<file path="config.mk">
export PLATFORM = sky130hd
export DESIGN_NAME = mips_bus_arbiter
export DESIGN_NICKNAME = d
export VERILOG_FILES = /design/src/rtl/mips_bus_pkg.sv /design/src/rtl/mips_bus_watchdog.sv /design/src/rtl/mips_bus_arbiter.sv
export SDC_FILE = /design/constraint.sdc
export NUM_CORES = 1
export LEC_CHECK = 0
export CAP_MARGIN = 10
export CELL_PAD_IN_SITES_DETAIL_PLACEMENT = 1
export CELL_PAD_IN_SITES_GLOBAL_PLACEMENT = 2
export CORE_MARGIN = 10
export CORE_UTILIZATION = 20
export CTS_BUF_LIST = sky130_fd_sc_hd__clkbuf_4 sky130_fd_sc_hd__clkbuf_8
export DETAILED_ROUTE_END_ITERATION = 8
export GPL_TIMING_DRIVEN = 0
export HOLD_SLACK_MARGIN = 0.08
export PLACE_DENSITY_LB_ADDON = 0.2
export SLEW_MARGIN = 20
export SYNTH_ARGS = -nofsm -noshare
export SYNTH_HDL_FRONTEND = slang
export SYNTH_HIERARCHICAL = 1
export SYNTH_SLANG_ARGS = --single-unit
</file>
<file path="constraint.sdc">
create_clock -name clk -period 1.4 [get_ports clk]
set_input_delay 0.14 -clock clk [delete_from_list [all_inputs] [get_ports clk]]
set_output_delay 0.14 -clock clk [all_outputs]
set_load 0.03 [all_outputs]
</file>
<file path="src/rtl/mips_bus_pkg.sv">
// Shared types and constants for the MIPS Avalon-MM bus arbiter.
// The bus watchdog is built in when MIPS_BUS_WATCHDOG_EN is defined.
package mips_bus_pkg;

   typedef enum logic [1:0] {
      IDLE = 2'd0,
      BUS  = 2'd1,
      RESP = 2'd2
   } arb_state_t;

   typedef enum logic [1:0] {
      GNT_NONE  = 2'd0,
      GNT_INSTR = 2'd1,
      GNT_DATA  = 2'd2
   } grant_t;

   // Read data returned to the requester when an access is aborted
   localparam logic [31:0] BUS_ERR_DATA = 32'hDEADBEEF;

   // Avalon addresses are word aligned: the byte offset is carried by byteenable
   function automatic logic [31:0] word_align(input logic [31:0] byte_addr);
      return {byte_addr[31:2], 2'b00};
   endfunction

endpackage

</file>
<file path="src/rtl/mips_bus_watchdog.sv">
// Waitrequest watchdog for the bus arbiter. It counts stalled cycles of the
// current access and flags expiry once TIMEOUT_CYCLES cycles have been spent
// in BUS with waitrequest still high. It is only instantiated when
// MIPS_BUS_WATCHDOG_EN is defined.
module mips_bus_watchdog #(
   parameter int TIMEOUT_CYCLES = 256
) (
   input  logic clk,
   input  logic rst,
   input  logic clear,
   input  logic waitrequest,
   output logic expired
);

   localparam int CW = (TIMEOUT_CYCLES > 1) ? $clog2(TIMEOUT_CYCLES) : 1;
   localparam logic [CW-1:0] LAST_COUNT = CW'(TIMEOUT_CYCLES - 1);

   logic [CW-1:0] count_r;

   // Stall counter: held at zero outside BUS, advances on every stalled cycle
   always_ff @(posedge clk) begin
      if (rst) begin
         count_r <= {CW{1'b0}};
      end else if (clear) begin
         count_r <= {CW{1'b0}};
      end else if (waitrequest && (count_r != LAST_COUNT)) begin
         count_r <= count_r + {{(CW-1){1'b0}}, 1'b1};
      end else begin
         count_r <= count_r;
      end
   end

   assign expired = !clear && waitrequest && (count_r == LAST_COUNT);

endmodule

</file>
<file path="src/rtl/mips_bus_arbiter.sv">
// Arbiter sharing the CPU's single Avalon-MM master between the fetch and
// load/store requesters. Data has fixed priority over fetch; each access goes
// IDLE -> BUS -> RESP with a one-cycle done pulse in RESP.
// Define MIPS_BUS_WATCHDOG_EN to abort accesses stalled for TIMEOUT_CYCLES.
module mips_bus_arbiter
   import mips_bus_pkg::*;
#(
   parameter int TIMEOUT_CYCLES = 256
) (
   input  logic        clk,
   input  logic        rst,
   input  logic        i_req,
   input  logic [31:0] i_addr,
   output logic [31:0] i_rdata,
   output logic        i_done,
   input  logic        d_req,
   input  logic        d_we,
   input  logic [31:0] d_addr,
   input  logic [31:0] d_wdata,
   input  logic [3:0]  d_be,
   output logic [31:0] d_rdata,
   output logic        d_done,
   output logic        bus_err,
   output logic [31:0] address,
   output logic        read,
   output logic        write,
   input  logic        waitrequest,
   output logic [31:0] writedata,
   output logic [3:0]  byteenable,
   input  logic [31:0] readdata
);

   arb_state_t  state_r;
   arb_state_t  state_nxt_s;
   grant_t      grant_r;
   logic [31:0] addr_r;
   logic        we_r;
   logic [31:0] wdata_r;
   logic [3:0]  be_r;
   logic        err_r;
   logic [31:0] i_rdata_r;
   logic [31:0] d_rdata_r;
   logic        expired_s;

`ifdef MIPS_BUS_WATCHDOG_EN
   mips_bus_watchdog #(
      .TIMEOUT_CYCLES(TIMEOUT_CYCLES)
   ) u_watchdog (
      .clk        (clk),
      .rst        (rst),
      .clear      (state_r != BUS),
      .waitrequest(waitrequest),
      .expired    (expired_s)
   );
`else
   logic unused_timeout_s;
   assign unused_timeout_s = (TIMEOUT_CYCLES == 0);
   assign expired_s = 1'b0;
`endif

   // State register
   always_ff @(posedge clk) begin
      if (rst) begin
         state_r <= IDLE;
      end else begin
         state_r <= state_nxt_s;
      end
   end

   // Next-state logic: one access per IDLE visit, so back-to-back requests get an IDLE gap
   always_comb begin
      state_nxt_s = state_r;
      case (state_r)
         IDLE: begin
            if (d_req || i_req) begin
               state_nxt_s = BUS;
            end else begin
               state_nxt_s = IDLE;
            end
         end
         BUS: begin
            if (!waitrequest || expired_s) begin
               state_nxt_s = RESP;
            end else begin
               state_nxt_s = BUS;
            end
         end
         RESP:    state_nxt_s = IDLE;
         default: state_nxt_s = IDLE;
      endcase
   end

   // Strobes and done pulses decoded from the state and the latched request
   always_comb begin
      read    = 1'b0;
      write   = 1'b0;
      i_done  = 1'b0;
      d_done  = 1'b0;
      bus_err = 1'b0;
      case (state_r)
         BUS: begin
            read  = !we_r;
            write = we_r;
         end
         RESP: begin
            i_done  = (grant_r == GNT_INSTR);
            d_done  = (grant_r == GNT_DATA);
            bus_err = err_r;
         end
         default: begin
            read  = 1'b0;
            write = 1'b0;
         end
      endcase
   end

   // Request latch and read-data capture; requesters may change inputs mid-access
   always_ff @(posedge clk) begin
      if (rst) begin
         grant_r   <= GNT_NONE;
         addr_r    <= 32'h0000_0000;
         we_r      <= 1'b0;
         wdata_r   <= 32'h0000_0000;
         be_r      <= 4'h0;
         err_r     <= 1'b0;
         i_rdata_r <= 32'h0000_0000;
         d_rdata_r <= 32'h0000_0000;
      end else begin
         case (state_r)
            IDLE: begin
               err_r <= 1'b0;
               if (d_req) begin
                  grant_r <= GNT_DATA;
                  addr_r  <= word_align(d_addr);
                  we_r    <= d_we;
                  wdata_r <= d_wdata;
                  be_r    <= d_be;
               end else if (i_req) begin
                  grant_r <= GNT_INSTR;
                  addr_r  <= word_align(i_addr);
                  we_r    <= 1'b0;
                  wdata_r <= 32'h0000_0000;
                  be_r    <= 4'hF;
               end else begin
                  grant_r <= grant_r;
               end
            end
            BUS: begin
               if (expired_s) begin
                  err_r <= 1'b1;
                  if (!we_r && (grant_r == GNT_INSTR)) begin
                     i_rdata_r <= BUS_ERR_DATA;
                  end else if (!we_r && (grant_r == GNT_DATA)) begin
                     d_rdata_r <= BUS_ERR_DATA;
                  end else begin
                     d_rdata_r <= d_rdata_r;
                  end
               end else if (!waitrequest && !we_r) begin
                  if (grant_r == GNT_INSTR) begin
                     i_rdata_r <= readdata;
                  end else if (grant_r == GNT_DATA) begin
                     d_rdata_r <= readdata;
                  end else begin
                     d_rdata_r <= d_rdata_r;
                  end
               end else begin
                  err_r <= err_r;
               end
            end
            default: begin
               err_r <= err_r;
            end
         endcase
      end
   end

   assign address    = addr_r;
   assign writedata  = wdata_r;
   assign byteenable = be_r;
   assign i_rdata    = i_rdata_r;
   assign d_rdata    = d_rdata_r;

endmodule

</file>
==> metrics <==
min cycle time layout 1.57 ns; required time worst endpoint approximately 1.7 ns; status complete, but fails checks; drt via density between 4 and 5; CTS tree done; H-tree level count 4; Area Growth Syn to Fin 77.9%; Max Freq 0.637 GHz; most common cell in the synthesized netlist dfxtp_1; CTS sink cnt 135; WL per Instance 19.0 µm; clock group share of total power about a third; FF+latch count, synth about 140; DRC errors left 0; Simple-Gate Fraction of Synth Area 11.8%; largest family of logic cells by synthesized area multiplexers; crit-path max FO 8; Final nets about 1,000; Pwr Density ~1000 mW/mm²; XOR/XNOR Fraction of Synth Area 0%; fraction of layout cells with a size suffix above 1 about a quarter; TritonRoute pass-1 iters 4; CTS buffer count 17; synth cell count leaders 135 x dfxtp_1, 131 x nand2_1, 94 x mux2i_1, 66 x a21oi_1, 39 x clkbuf_1; die height ~180 µm; Routed Antenna Nets 0; Post-synth top flop dfxtp_1; Worst Skew roughly 0.022 ns; dpl hpwl about 17,000 µm; failing checks negative setup slack; final period utilization 112%; Initial Util approximately a fifth; IO buf count 265; CP startpoint kind flip-flop; Comb power frac around a quarter; Peak VDD IR between 400 and 500 µV; RSZ-0062 raised after global routing yes; Clock Pin Slew Worst Setup and Hold Paths approximately 0.09 ns; CP max stage delay 0.49 ns; slew margin rel. 48.0%; drt initial violations ~130; largest net degree at the start of global routing 17; Switching Share around a third; later-pin clock latency in the skew report roughly 0.44 ns; initial antenna violation count 3; Max-Cap Viols 0; critical-path cell list nand2b_4, or4_4, buf_12, buf_16, mux2i_2; final core utilization 36.3%; vias in the first global route around 5,700; first-pass GRT wire length between 30,000 and 40,000 µm; Synth top area share between 50% and 60%; GRT met1 Usage ~15%; total grt overflow 0; power share of the sequential group between 40% and 50%; post-synthesis mux area share between 10% and 20%; Worst Max-Slew Pin Slew 0.780 ns; met2 global-route usage roughly 22%; Min-Delay Path Class primary input to flip-flop; Worst EP arrival about 1.9 ns; worst slack on hold paths 0.239 ns; hold_buf cts 0; mapped cell area between 0.005 and 0.006 mm²; DIE WIDTH ~180 µm; core area between 0.02 and 0.03 mm²; max-slew violation count 0; Root Buffer clkbuf_8; DRT Wirelength ~24,000 µm; final setup margin -0.170 ns; Psw between 3 and 4 mW; most used routing layer met2; Worst path slowest cell or4_4; Mapped Cells 568; Compound-Gate Fraction of Synth Area ~14%; Async SR Flop Fraction 0%; cell leakage power 3.98 nW; Die ar. roughly 0.034 mm²; Synth Warn # 6; routing usage on met3 6.94%; GRT Total Usage between 10% and 20%; final hold vios 0; Worst setup EP type flip-flop; Distinct cells, synth 27; P_int roughly 6.6 mW; Row Count 59; pre-CTS setup slack -0.620 ns; mean post-synth cell area 9.38 µm²; routability cong. just over 0.7; post-synthesis sequential area ratio between 50% and 60%; via count roughly 5,300; CTS Buffer Depth 2; CP Class flip-flop to flip-flop; Synth Area in Adders 0%; EDFF count, synth 0; top post-synthesis cells by area dfxtp_1 51%, mux2i_1 18%, nand2_1 9.2%; Synth area leader dfxtp_1; I/O pin count 275; final setup violation count ~100
-- power groups by stage --
stage | combinational, mW | clock [mW] | sequential [mW]
6_report | 2.36 | 3.15 | 4.16
5_1_grt | 2.54 | 3.48 | 4.19
4_1_cts | 2.11 | 3.31 | 4.15
3_5_place_dp | 2.03 | 0 | 4.24
3_3_place_gp | 2.04 | 0 | 4.24
2_1_floorplan | 0.612 | 0 | 4.61
-- per-layer routing --
| metal | part of all wire [%] | wire (µm) |
|---|---|---|
| met1 | 42 | 9880 |
| met5 | 0.055 | 13 |
| met4 | 0.53 | 125 |
| met2 | 47 | 11100 |
| met3 | 10 | 2400 |
-- path summary, 6_finish.rpt --
path,from,to,slack [ns],cells after the start
max,grant_r[0],d_rdata[16],-0.17,5
max reg2reg,grant_r[0],d_rdata[16],-0.17,5
min reg2reg,writedata[1],writedata[1],0.46,2
min,d_wdata[11],writedata[11],0.24,3
-- stage by stage --
step / area [µm²] / setup TNS [ns] / std cells / power (mW)
2_1_floorplan: 5340 / -2.02 / 570 / 5.22
3_3_place_gp: 8410 / -59.58 / 1170 / 6.28
3_5_place_dp: 8410 / -61.67 / 1170 / 6.28
4_1_cts: 9180 / -9.09 / 1225 / 9.57
5_1_grt: 9470 / -17.71 / 1236 / 10.2
6_report: 9480 / -10.42 / 1238 / 9.67
-- cell families (layout without fill, tap and decap cells) --
group,Yosys count,count (layout)
and+or+nand+nor,149,150
DFF,135,135
AOI/OAI and AO/OA,134,134
muxes,94,94
buffers and inverters,55,385
other,1,5
-- critical path: cells and delay by family (launching register included) --
kind / cells / cell delay, ns
buf+inv: 2 / 0.33
flops: 1 / 0.35
mux: 1 / 0.14
simple gates: 2 / 0.64
-- registers in the layout, indices dropped and copies added (netlist names) --
name,cells
address,30
byteenable,4
d_rdata,32
grant_r,2
i_rdata,32
state_r,2
we_r,1
writedata,32
-- layout make-up --
class	instances	area [µm²]
diodes	2	5.00
inverters	3	11.3
repair buffers	300	2850
plain buffers	51	430
clock inverters	13	121
fillers	3040	16700
multi-input cells	381	2680
well taps	335	419
clock buffers	18	248
flip-flops and latches	135	2720
-- cells in the final DEF, fill, tap and decap left out, drive strengths merged --
cell type,n
nor2,5
clkdlybuf4s50,131
buf,54
o21ai,34
inv,7
or4,1
nor4,1
nand2b,3
a211oi,30
clkinvlp,2
nand2,131
nor3b,3
dlygate4sd2,25
diode,2
nor3,2
bufinv,1
mux2i,94
nand3b,1
conb,3
clkdlybuf4s15,52
clkinv,6
a21oi,66
clkbuf,107
dfxtp,135
or2,3
o221a,4
-- what timing repair did --
| item | CTS | global route |
|---|---|---|
| buffers inserted | 19 | 7 |
| pin swaps | 6 | 15 |
| setup endpoints to repair | 262 | 237 |
| gates resized for setup | 263 | 245 |
| cloned | 6 | 7 |
Power figures use the tool's default switching activity.
